===== config.mk =====
export PLATFORM = sky130hd
export DESIGN_NAME = down_sampler_sym
export DESIGN_NICKNAME = d
export VERILOG_FILES = /design/src/rtl/down_sampler_pkg.sv /design/src/rtl/ds_phase_counter.sv /design/src/rtl/down_sampler_sym.sv
export SDC_FILE = /design/constraint.sdc
export NUM_CORES = 1
export LEC_CHECK = 0
export CELL_PAD_IN_SITES_DETAIL_PLACEMENT = 1
export CELL_PAD_IN_SITES_GLOBAL_PLACEMENT = 1
export CORE_ASPECT_RATIO = 0.75
export CORE_MARGIN = 3
export CORE_UTILIZATION = 35
export CTS_BUF_LIST = sky130_fd_sc_hd__clkbuf_4
export DETAILED_ROUTE_END_ITERATION = 10
export GPL_ROUTABILITY_DRIVEN = 0
export MAX_ROUTING_LAYER = met4
export PLACE_DENSITY_LB_ADDON = 0.1
export SETUP_SLACK_MARGIN = 0.05
export SLEW_MARGIN = 20
export SYNTH_ARGS = -nofsm -noshare
export SYNTH_HDL_FRONTEND = slang
export SYNTH_SLANG_ARGS = --single-unit

===== constraint.sdc =====
create_clock -name clk -period 4.3 [get_ports clk]
set_input_delay 0.86 -clock clk [delete_from_list [all_inputs] [get_ports clk]]
set_output_delay 0.86 -clock clk [all_outputs]
set_load 0.01 [all_outputs]

===== src/rtl/down_sampler_pkg.sv =====
// Shared types and elaboration helpers for the symbol-rate down-sampler.
package down_sampler_pkg;

  typedef enum logic {
    ST_SEARCH = 1'b0,
    ST_LOCKED = 1'b1
  } state_t;

  function automatic int log2_ceil(input int v);
    int r;
    r = 0;
    while ((1 << r) < v) r++;
    return r;
  endfunction

  function automatic bit is_pow2(input int v);
    return (v >= 2) && ((v & (v - 1)) == 0);
  endfunction

endpackage


===== src/rtl/ds_phase_counter.sv =====
// Sample-index counter: aligns to sym_clk, reports the current index/wrap and
// pulses slip when a strobe lands on a non-zero index while locked.
module ds_phase_counter
  import down_sampler_pkg::*;
#(
  parameter int FACTOR = 4,
  parameter int PH_W   = log2_ceil(FACTOR)
) (
  input  logic            clk,
  input  logic            reset,
  input  logic            sam_clk,
  input  logic            sym_clk,
  input  logic            locked,
  output logic [PH_W-1:0] idx,
  output logic            wrap,
  output logic            realign,
  output logic            slip
);

  logic [PH_W-1:0] cnt_reg;
  logic            slip_reg;

  // A strobed sample is index 0 regardless of where the counter was.
  always_comb begin
    idx     = sym_clk ? '0 : cnt_reg;
    wrap    = (idx == PH_W'(FACTOR - 1));
    realign = locked & sam_clk & sym_clk & (cnt_reg != '0);
  end

  always_ff @(posedge clk or negedge reset) begin
    if (!reset) begin
      cnt_reg  <= '0;
      slip_reg <= 1'b0;
    end else begin
      slip_reg <= realign;
      // In SEARCH the counter only moves on the strobe that locks us.
      if (sam_clk && (locked || sym_clk))
        cnt_reg <= idx + PH_W'(1);
    end
  end

  assign slip = slip_reg;

endmodule


===== src/rtl/down_sampler_sym.sv =====
// Receive-side decimator: one sample per symbol at a selectable phase.
// Define DOWN_SAMPLER_INTEG_EN for integrate-and-dump instead of phase select.
module down_sampler_sym
  import down_sampler_pkg::*;
#(
  parameter int WIDTH  = 18,
  parameter int FACTOR = 4,
  parameter int PH_W   = log2_ceil(FACTOR)
) (
  input  logic                    clk,
  input  logic                    reset,
  input  logic                    sam_clk,
  input  logic                    sym_clk,
  input  logic [PH_W-1:0]         phase,
  input  logic signed [WIDTH-1:0] x_in,
  output logic signed [WIDTH-1:0] y,
  output logic                    y_valid,
  output logic                    slip,
  output logic                    locked
);

  if (!is_pow2(FACTOR)) begin : g_bad_factor
    $error("down_sampler_sym: FACTOR must be a power of two >= 2");
  end

  state_t            state_reg;
  logic [WIDTH-1:0]  y_reg;
  logic              y_valid_reg;
  logic [PH_W-1:0]   idx;
  logic              wrap;
  logic              realign;
  logic              active;

  assign locked = (state_reg == ST_LOCKED);
  // The locking sample itself is processed as index 0.
  assign active = sam_clk & (locked | sym_clk);

  ds_phase_counter #(
    .FACTOR (FACTOR),
    .PH_W   (PH_W)
  ) u_cnt (
    .clk     (clk),
    .reset   (reset),
    .sam_clk (sam_clk),
    .sym_clk (sym_clk),
    .locked  (locked),
    .idx     (idx),
    .wrap    (wrap),
    .realign (realign),
    .slip    (slip)
  );

`ifdef DOWN_SAMPLER_INTEG_EN
  localparam int ACC_W = WIDTH + PH_W;

  logic signed [ACC_W-1:0] acc_reg;
  logic signed [ACC_W-1:0] acc_base;
  logic signed [ACC_W-1:0] acc_sum;

  // Index 0 (including a realigning strobe) drops any partial sum.
  always_comb begin
    acc_base = (idx == '0) ? '0 : acc_reg;
    acc_sum  = acc_base + {{PH_W{x_in[WIDTH-1]}}, x_in};
  end

  always_ff @(posedge clk or negedge reset) begin
    if (!reset) begin
      state_reg   <= ST_SEARCH;
      y_reg       <= '0;
      y_valid_reg <= 1'b0;
      acc_reg     <= '0;
    end else begin
      y_valid_reg <= 1'b0;
      case (state_reg)
        ST_SEARCH: if (sam_clk && sym_clk) state_reg <= ST_LOCKED;
        default:   state_reg <= ST_LOCKED;
      endcase
      if (active) begin
        acc_reg <= acc_sum;
        if (wrap) begin
          // Slicing off the low PH_W bits is an arithmetic shift toward -inf.
          y_reg       <= acc_sum[ACC_W-1:PH_W];
          y_valid_reg <= 1'b1;
        end
      end
    end
  end
`else
  always_ff @(posedge clk or negedge reset) begin
    if (!reset) begin
      state_reg   <= ST_SEARCH;
      y_reg       <= '0;
      y_valid_reg <= 1'b0;
    end else begin
      y_valid_reg <= 1'b0;
      case (state_reg)
        ST_SEARCH: if (sam_clk && sym_clk) state_reg <= ST_LOCKED;
        default:   state_reg <= ST_LOCKED;
      endcase
      if (active && (idx == phase)) begin
        y_reg       <= x_in;
        y_valid_reg <= 1'b1;
      end
    end
  end
`endif

  assign y       = y_reg;
  assign y_valid = y_valid_reg;

endmodule

==> results of run 1 <==
power by group through the flow:
stage                     Clock [µW]  Combinational, µW  Sequential, µW
final                           99.5                270             313
after global routing             118                289             322
after CTS                        106                276             313
after detailed placement           0                275             316
after global placement             0                269             315
after floorplan                    0               88.4             341
final timing paths:
path	from	to	slack, ps	depth (start not counted)
setup / recovery	sym_clk	y[6]	2000	5
hold / removal	reset	y[5]	510	1
setup reg to reg	locked	y[6]	2600	4
hold reg to reg	y[0]	y[0]	520	1
max in group asynchronous	reset	y[16]	3460	1
min in group clk	y[0]	y[0]	520	1
metal layers:
metal | routed length, µm | vias up | track usage [%]
met5 | 0 | - | -
met4 | 6 | 0 | 1.014
met3 | 175 | 2 | 4.968
met2 | 975 | 28 | 22.86
met1 | 895 | 327 | 16.48
li1 | - | 310 | -
cell families (layout without fill, tap and decap cells):
family          after synthesis  after routing  synth area share, %
mux                          19             19                25.61
flops                        23             23                59.51
buf+inv                       4             51                2.328
simple gates                  9              9                6.081
compound gates                5              5                5.563
xor+xnor                      1              1               0.9057
metrics by stage:
step	hold WS, ps	util [%]	std cells	area (µm²)
global route	516.9	59.54	142	1464
finish	508.3	59.54	142	1464
CTS	522.8	59.75	142	1469
floorplan	461.7	-	61	967.2
detailed placement	494.4	58.52	138	1439
global placement	487.4	58.52	138	1439
cell usage in the layout, fill, tap and decap left out, types with 2 or more instances in the layout:
cell type and instances:
dfrtp_1 23, mux2_4 9, clkdlybuf4s50_1 43, mux2_2 10
clkbuf_4 4, nand2_1 3, inv_1 2
critical path: cells and delay by family:
kind,cells,cell delay [ps]
buffers and inverters,1,590
and+or+nand+nor,2,410
muxes,1,390
xor gates and xnor gates,1,240
layout make-up:
| type | instances | area share [%] |
|---|---|---|
| tap | 34 | 2.906 |
| multi-input combinational | 34 | 25.21 |
| inverter | 3 | 0.7692 |
| timing repair buffer | 44 | 29.74 |
| clock buffer | 4 | 2.051 |
| sequential | 23 | 39.32 |
==> metrics list, run 1 <==
* Number of violations reported at the end of detailed-routing iteration 0: 16
* Period minus WS final: 2304 ps
* DRC violation count after routing: 0
- Clock tree synthesis selected as its root buffer the cell clkbuf_4.
- In this design, the stage delay of the slowest critical-path cell is 590 ps.
* Number of synthesized flops with an enable pin: 0
- Port buffer count: 44
- Setup repair after global routing left no endpoint under its margin.
- Leading post-synthesis cells by cell area: dfrtp_1 (60%), mux2_4 (14%), mux2_2 (12%)
- Remaining number of nets flagged by the antenna check after routing: 0
- Final-report setup violation count: 0
- Final nets: 133
* Number of gates resized after CTS: 0
* Fraction of layout cells with a size suffix above 1: 25.00%
- Core box area: 0.002459 mm²
* Least setup slack across all paths after layout: 1996 ps
- Cell area after technology mapping: 967.2 µm²
- The longest clock path from root to sink contains 2 buffers.
* Antenna violations before repair: 0
- The repair_antennas step left the layout with diodes totalling 0.
- Of the available clock period, the critical path in the final layout requires 53.58%.
- Vias: 667
- Timing would allow up to 434.1 MHz.
* Class of the worst hold path: in -> async
- Post-Synthesis Net Count: 85
- Clock Skew: 2.812 ps
- Clock share of power: 14.6%
* Total Die Area: 0.003437 mm²
- Number of standard-cell rows in the floorplan: 15
* TritonCTS clock tree: yes
- The die is 51.53 µm tall.
* Worst-path cell chain: clkdlybuf4s50_1, nor2b_1, xnor2_1, nand3_4, mux2_4
* Mean post-synth cell area: 15.86 µm²
- In the post-synthesis netlist, the cell with the most instances is dfrtp_1.
- Area of the multi-input gates: 369.1 µm²
* Remaining global-route overflow: 0
* Portion of total power attributed to combinational logic: 39.6%
- The worst setup path is of the in -> reg kind.
- Arrival time of the worst setup path: 2490 ps
* Switching power: 179.6 µW
- Endpoints failing hold: 0
* Max transition margin: 67.07%
- Before CTS, the worst setup slack after placement is 1663 ps.
- Most used standard cells in the synthesized netlist: dfrtp_1 (23), mux2_2 (10), mux2_4 (9)
- For this design the static power due to leakage is 0.0006413 µW.
- Number of distinct library cells after synthesis: 19
* Reported max-cap violation count: 0
- Internal power: 503.2 µW
- Via density per instance: 4.697
* Net switching share of the total power: 26.30%
* Outcome: finished, final reports clean
- The synthesized design devotes to its leading area cell type 59.51% of total area.
- Setup fix buffers added after clock tree synthesis: 0
- Across every metal layer, demand over resource in global routing totals 13.60%.
* Synth Register Bits: 23
- Clock latency on the worst-skew pair: 290 ps
- Clk slew on worst S/H paths: 110 ps
- In the final routed layout, each cell accounts on average for 14.46 µm.
- Async set or reset register ratio after synthesis: 100.0%
- Count of boundary I/O pins: 45
- In this run the power density over the cells is 466.5 mW/mm².
- Along the worst path, the maximum fanout reaches 19.
* Type of origin of the critical path: input pin
- The register with the most flip-flops in the layout has 18 of them.
- Total negative slack: 0 ps
* Combined flip-flop and latch cell area: 575.6 µm²
- Number of warnings printed during yosys synthesis: 0
- Measured along the x axis, the die boundary spans 66.70 µm.
* Sequential element share of the synthesized area: 59.51%
* Number of global-route vias before repair: 746
* Maximum vdd ir drop: 216.7 µV
* Quantity of hold-fixing buffers added after cts: 0
- Sequential power share: 45.8%
- Compared with the post-synthesis result, the final layout area differs by 51.36%.
- dfrtp_1 takes more of the synthesized area than any other cell.
- For this configuration, the core starts out at a cell density of 39.34%.
* Post-synthesis instance total: 61
- DP HPWL: 1569 µm
* Number of sinks on the clock net: 23
- CTS buffer count: 3
- Level count of the clock H-tree: 1
- Maximum number of pins on one net before global-route repair: 24
* Required arrival time at the worst endpoint: 4490 ps
- Wire length after detailed routing: 2054 µm
- The max-slew violation count is 0.
* Number of fill cells in the layout: 240
- Overall Power: 682.8 µW
- Crit path max-delay cell type: clkdlybuf4s50_1
* Critical path endpoint category: flip-flop
* Most used DFF post-synth: dfrtp_1
* Global-route wire length before repair: 3450 µm
- For the pin with the worst max-slew slack, the measured transition is 493.9 ps.
- The first detailed-routing pass ran for 2 iterations.
Power figures use the tool's default switching activity.
==> run 2, diff against run 1 <==
--- a/config.mk
+++ b/config.mk
@@ -9,7 +9,7 @@
 export CELL_PAD_IN_SITES_GLOBAL_PLACEMENT = 1
 export CORE_ASPECT_RATIO = 0.75
 export CORE_MARGIN = 3
-export CORE_UTILIZATION = 35
+export CORE_UTILIZATION = 29
 export CTS_BUF_LIST = sky130_fd_sc_hd__clkbuf_4
 export DETAILED_ROUTE_END_ITERATION = 10
 export GPL_ROUTABILITY_DRIVEN = 0
==> constraint.sdc (replaced) <==
create_clock -name clk -period 2.05 [get_ports clk]
set_input_delay 0.41 -clock clk [delete_from_list [all_inputs] [get_ports clk]]
set_output_delay 0.41 -clock clk [all_outputs]
set_load 0.01 [all_outputs]
==> run 2 against run 1 <==
Against the previous run: register-to-register slack got worse by 2100 ps; critical path depth decreased by 4; global-route usage down 2.0 points; cell count grew 4.9%; first-iteration DRC count decreased by 13%; sequential share of layout area decreased by 1.2 points; power grew 110%; critical endpoint is now locked; largest cell class unchanged.
==> metrics list, run 2 (synthesized netlist as in run 1, its figures left out) <==
- Commonest non-fill, non-tap cells in the layout: clkdlybuf4s50_1 (44), dfrtp_1 (23), mux2_2 (10)
- Period minus WS final: 1762 ps
- Number of flip-flops under the largest register name: 18 (unchanged)
- TritonCTS clock tree: yes
- The via count of the first global-routing pass came to 729 (-2.3%).
- The share of final-layout standard cells stronger than drive strength 1 came to 26.13% (+1.1 points).
- The worst setup path is launched from a flip-flop.
- Total buffers and inverters traversed by the critical path: 1 (unchanged)
- Setup fix buffers added after clock tree synthesis: 0 (unchanged)
- The total global-route track usage is 11.58% (-2.0 points).
- Leakage power summed over all cells: 0.0006612 µW (+3.1%)
- Port buffer count: 44 (unchanged)
* Actual transition at the worst max-transition pin: 294.3 ps (-199.6 ps)
- Walking the worst path, the cells encountered are clkdlybuf4s50_1.
* Number of gates resized after CTS: 0 (unchanged)
- Delay contributed by the slowest stage of the critical path: 570 ps (-20 ps)
- The final antenna diode count came to 0 (unchanged).
- Endpoints failing hold: 0 (unchanged)
- Number of gates on the worst path with buffers counted: 1 (-4)
* Number of non-filler instances in the completed layout: 149 (+4.9%)
* Global-route wire length before repair: 3608 µm (+4.6%)
- The initial core utilization is 31.58% (-7.8 points).
- The number of antenna-violating nets in the routed design is 0 (unchanged).
- The largest net degree at the start of global routing was 24 (unchanged).
- Length of the first detailed-routing pass in iterations: 4 (+2)
* Count of boundary I/O pins: 45 (unchanged)
- DP Cell Count: 145 (+5.1%)
- Total Die Area: 0.004071 mm² (+18%)
- The largest individual stage delay along the critical path comes from the cell clkdlybuf4s50_1.
* Wire length after detailed routing: 2096 µm (+2.0%)
* DP HPWL: 1607 µm (+2.4%)
- Clock latency on the worst-skew pair: 310 ps (+20 ps)
- The y dimension of the die is 56.02 µm (+8.7%).
- PwrDens: 961.3 mW/mm² (+110%)
- Area of the multi-input gates: 369.1 µm² (unchanged)
- The placeable core region is 0.003063 mm² (+25%).
- Kind of cell with the highest combined delay on the critical path: buffers and inverters
* Final worst-path cycle share: 85.96%
- The flow ran to the end, and the final reports show no timing, DRC or antenna violations.
- Vias: 677 (+1.5%)
- The data arrival time at the worst-slack endpoint is 1350 ps (-1140 ps).
- The required time at the endpoint of the critical path was 1640 ps (-2850 ps).
* Number of fill cells in the layout: 320 (+33%)
- Leaving out fill and tap cells, the most frequent cell in the layout is clkdlybuf4s50_1.
* End-of-flow core utilization: 49.26% (-10 points)
* Maximum achievable frequency: 567.5 MHz
* Floorplan die width: 72.69 µm (+9.0%)
- The area growth from synthesis to layout is 56.02%.
* Antenna violations before repair: 0 (unchanged)
- The number of violations reported at the end of detailed-routing iteration 0 was 14 (-2).
* Reported max-cap violation count: 0 (unchanged)
- Level count of the clock H-tree: 1 (unchanged)
- Setup repair after global routing missed its margin: no
- Combined flip-flop and latch cell area: 575.6 µm² (unchanged)
- Max transition margin: 80.38% (+13 points)
- The total negative slack was 0 ps (unchanged).
- The final count of negative-setup-slack endpoints was 0 (unchanged).
* Worst-path fanout max: 5 (-14)
* Depth of the worst register-to-register path: 5 (+1)
- The instance area at placement came to 0.001479 mm² (+2.8%).
- Class of the worst hold path: in -> async
* Clock Skew: 6.825 ps (+4.013 ps)
- The CTS buffer count is 3 (unchanged).
* Clk slew on worst S/H paths: 120 ps (about the same)
- The row count was 17 (+2).
- DRC violation count after routing: 0 (unchanged)
- The count of hold buffers inserted by post-cts repair was 0 (unchanged).
- Number of pins with negative max-slew slack in the final report: 0 (unchanged)
* WL per Instance: 14.07 µm (-2.7%)
- Clock Path Buffers: 2 (unchanged)
* Maximum vdd ir drop: 385.1 µV (+78%)
- The number of nets in the finished design came to 136 (+2.3%).
* Critical path endpoint category: primary output
- Number of sinks on the clock net: 23 (unchanged)
- Remaining global-route overflow: 0 (unchanged)
- Start-to-end type of the worst setup path: reg -> out
* Via density per instance: 4.544 (-3.3%)
* Clock root buffer: clkbuf_4
* Final cell area excluding filler cells: 0.001509 mm² (+3.1%)
## run 2: metrics by stage
stage	setup slack [ps]	hold slack, ps	power [µW]
6_report	287.9	461.1	1451
2_1_floorplan	461.1	114.4	901.7
5_1_grt	231.9	455.3	1547
3_3_place_gp	75.19	487.9	1237
4_1_cts	272.4	461.6	1477
3_5_place_dp	36.68	494.9	1249
## run 2: layout make-up
class	instances	share of cell area, %
Clock buffer	4	1.990
Tap cell	38	3.151
Multi-Input combinational cell	34	24.46
Inverter	3	0.7463
Sequential cell	23	38.14
Timing Repair Buffer	47	31.51
## run 2: path summary, 6_finish.rpt
path / slack [ps] / start / end
max in group asynchronous: 1360 / reset / y[4]
min in group clk: 520 / y[15] / y[15]
worst max register to register: 480 / locked / y[11]
worst min register to register: 520 / y[15] / y[15]
worst min-delay path: 460 / reset / y[7]
worst max-delay path: 290 / locked / locked
## run 2: per-layer routing
layer	vias up	GRT usage, %	wire (µm)
met5	-	-	0
met4	0	3.158	29
met3	4	4.332	172
met2	29	16.45	931
met1	331	15.38	962
li1	313	-	-
## run 2: report_power, final
part           total [µW]  internal (µW)  switching, µW  leakage (µW)
combinational         576            394            182      0.000372
sequential            653            581           71.6      0.000271
clock                 222           89.3            133     0.0000184
total                1450           1060            386      0.000661
==> run 3, diff against run 2 <==
--- a/config.mk
+++ b/config.mk
@@ -5,6 +5,7 @@
 export SDC_FILE = /design/constraint.sdc
 export NUM_CORES = 1
 export LEC_CHECK = 0
+export ABC_CLOCK_PERIOD_IN_PS = 2050
 export CELL_PAD_IN_SITES_DETAIL_PLACEMENT = 1
 export CELL_PAD_IN_SITES_GLOBAL_PLACEMENT = 1
 export CORE_ASPECT_RATIO = 0.75
@@ -15,6 +16,7 @@
 export GPL_ROUTABILITY_DRIVEN = 0
 export MAX_ROUTING_LAYER = met4
 export PLACE_DENSITY_LB_ADDON = 0.1
+export REMOVE_ABC_BUFFERS = 1
 export SETUP_SLACK_MARGIN = 0.05
 export SLEW_MARGIN = 20
 export SYNTH_ARGS = -nofsm -noshare
==> run 3 against run 2 <==
Against the previous run: hold slack worse by 12 ps; non-clock buffer count shrank 1; maximum frequency down 1.4%; combinational power hardly changed; first-iteration DRC count shrank 21%; die area is the same; sequential power barely moved; via count decreased by 1.9%; wire length up 4.7%; register-to-register slack got worse by 170 ps; largest power group unchanged.
==> metrics list, run 3 (synthesized netlist as in run 1, its figures left out) <==
- Outcome: finished, final reports clean
- The non-filler instance count after layout is 148 (-0.67%).
- The clock slew at the register clock pins of the worst setup and hold paths was 120 ps (about the same).
- Die span in y: 56.02 µm (unchanged)
* Number of global-route vias before repair: 741 (+1.6%)
- The number of cells on the critical path was 5 (+4).
- The instance area at placement is 0.001459 mm² (-1.4%).
- Internal power: 1059 µW (-0.51%)
- Remaining global-route overflow: 0 (unchanged)
* Maximum vdd ir drop: 427.5 µV (+11%)
* Type of origin of the critical path: input pin
- The aggregate routed wire length was 2194 µm (+4.7%).
- Maximum number of pins on one net before global-route repair: 24 (unchanged)
- Pre-CTS setup slack: -72.96 ps (-109.6 ps)
- Actual transition at the worst max-transition pin: 348.8 ps (+54.50 ps)
* CTS buffer count: 3 (unchanged)
* Reported max-cap violation count: 0 (unchanged)
- The HPWL after detailed placement was 1583 µm (-1.5%).
- Number of sinks on the clock net: 23 (unchanged)
* Level count of the clock H-tree: 1 (unchanged)
* End point of the critical path: y[12]
- Total Die Area: 0.004071 mm² (unchanged)
* Net switching share of the total power: 26.65% (+0.049 points)
- The power density over cell area was 969.9 mW/mm² (+0.90%).
* Initial cell density of the core: 31.58% (unchanged)
* Total negative slack: 0 ps (unchanged)
- Leakage power summed over all cells: 0.0006508 µW (-1.6%)
* Via density per instance: 4.486 (-1.3%)
- The worst-case setup margin in the final layout was 263.5 ps (-24.37 ps).
- The number of top-level pins came to 45 (unchanged).
* Final cell area excluding filler cells: 0.001489 mm² (-1.3%)
* Final nets: 135 (-0.74%)
* Number of violations reported at the end of detailed-routing iteration 0: 11 (-3)
- The total global-route track usage came to 12.25% (+0.68 points).
* Sequential power share: 45.3% (+0.3 points)
* Period minus WS final: 1786 ps (+24.37 ps)
* Class of the worst hold path: in -> async
* Number of flip-flops under the largest register name: 18 (unchanged)
- The portion of total power attributed to combinational logic came to 39.9% (+0.2 points).
- The total of cells resized after clock tree synthesis is 0 (unchanged).
* Remaining number of nets flagged by the antenna check after routing: 0 (unchanged)
- Core box area: 0.003063 mm² (unchanged)
- The buffers plus inverters on the worst setup path came to 1 (unchanged).
* End-of-flow core utilization: 48.61% (-0.65 points)
* Clock Path Buffers: 2 (unchanged)
* Critical path endpoint category: flip-flop
* Number of pins with negative max-slew slack in the final report: 0 (unchanged)
- The count of buffers inserted at the top-level ports is 44 (unchanged).
- Kind of cell with the highest combined delay on the critical path: buffers and inverters
- Setup repair after global routing left no endpoint under its margin.
- Floorplan die width: 72.69 µm (unchanged)
- Clock latency on the worst-skew pair: 300 ps (about the same)
- The startpoint identified for the worst register-to-register timing path is locked.
- Count of antenna diodes in the layout: 0 (unchanged)
- Required arrival time at the worst endpoint: 2250 ps (+610 ps)
- Start-to-end type of the worst setup path: in -> reg
- Quantity of hold-fixing buffers added after cts: 0 (unchanged)
- Final-report setup violation count: 0 (unchanged)
- Endpoints failing hold: 0 (unchanged)
- The register-to-register path setup slack was 310 ps (-170 ps).
- Length of the first detailed-routing pass in iterations: 4 (unchanged)
* Global-route wire length before repair: 3774 µm (+4.6%)
- DP Cell Count: 144 (-0.69%)
* Arrival time of the worst setup path: 1990 ps (+640 ps)
* Clock Skew: 11.12 ps (+4.298 ps)
- Worst-path cell chain: clkdlybuf4s50_1, nand4b_1, o311ai_4, nand3_4, mux2_4
- Commonest non-fill, non-tap cells in the layout: clkdlybuf4s50_1 (44), dfrtp_1 (23), mux2_2 (10)
* Depth of the worst register-to-register path: 4 (-1)
- Switching power: 384.9 µW (-0.26%)
- The normalized max-slew margin was 76.75% (-3.6 points).
- Leading cell type in the layout, fill and taps excluded: clkdlybuf4s50_1
* Clock root buffer: clkbuf_4
- The post-route fraction of the period consumed by the critical path came to 87.15% (+1.2 points).
- Maximum achievable frequency: 559.8 MHz (-1.4%)
- Crit Reg-Reg Endpoint: y[12]
- The count of unresolved DRC violations after routing came to 0 (unchanged).
- Crit path max-delay cell type: clkdlybuf4s50_1
* Critical Path Source: phase[0]
- Vias: 664 (-1.9%)
- Antenna violations before repair: 0 (unchanged)
- The row count came to 17 (unchanged).
* Area growth from synthesis to final layout: 53.95%
* Setup fix buffers added after clock tree synthesis: 0 (unchanged)
- Worst-path fanout max: 19 (+14)
- TritonCTS clock tree: yes
* Delay contributed by the slowest stage of the critical path: 550 ps (-20 ps)
- Fraction of layout cells with a size suffix above 1: 25.45% (-0.67 points)
- Clock share of power: 14.7% (-0.6 points)
- WL per Instance: 14.82 µm (+5.4%)
==> run 3: how the worst min path moves through the flow <==
stage                        end  cells past startpoint   from
after floorplan           locked                      0  reset
after global placement      y[2]                      1   y[2]
after detailed placement    y[4]                      1   y[4]
after CTS                   y[8]                      2  reset
after global routing       y[13]                      2  reset
final                      y[13]                      2  reset
==> run 3: metal layers <==
layer  global-route usage [%]  vias up  wire length, µm
met4                    2.368        0               13
met3                    4.693        2              184
met1                    15.56      316             1019
met2                    18.64       31              976
li1                         -      315                -
met5                        -        -                0
==> run 3: through the flow <==
stage                     total power (µW)  hold WS, ps
after floorplan                      898.5        114.4
after global placement                1231        491.0
after detailed placement              1245        495.4
after CTS                             1468        443.1
after global routing                  1538        468.2
final                                 1444        449.4
==> run 3: layout make-up <==
class	count	area (µm²)
Fill cell	328	1574
Sequential cell	23	575.6
Timing Repair Buffer	46	455.4
Multi-Input combinational cell	34	369.1
Tap cell	38	47.55
Clock buffer	4	30.03
Inverter	3	11.26
==> run 3: power by group through the flow <==
stage | sequential [µW] | combinational (µW) | clock [µW]
2_1_floorplan | 716 | 182 | 0
4_1_cts | 656 | 585 | 228
5_1_grt | 676 | 612 | 250
3_5_place_dp | 665 | 580 | 0
3_3_place_gp | 662 | 569 | 0
6_report | 655 | 576 | 213
==> run 3: worst reg2reg max path, stage by stage, from the launching register on <==
cell      delay [ps]
dfrtp_1          480
inv_2            110
o311ai_4         320
nand3_4          320
mux2_4           410
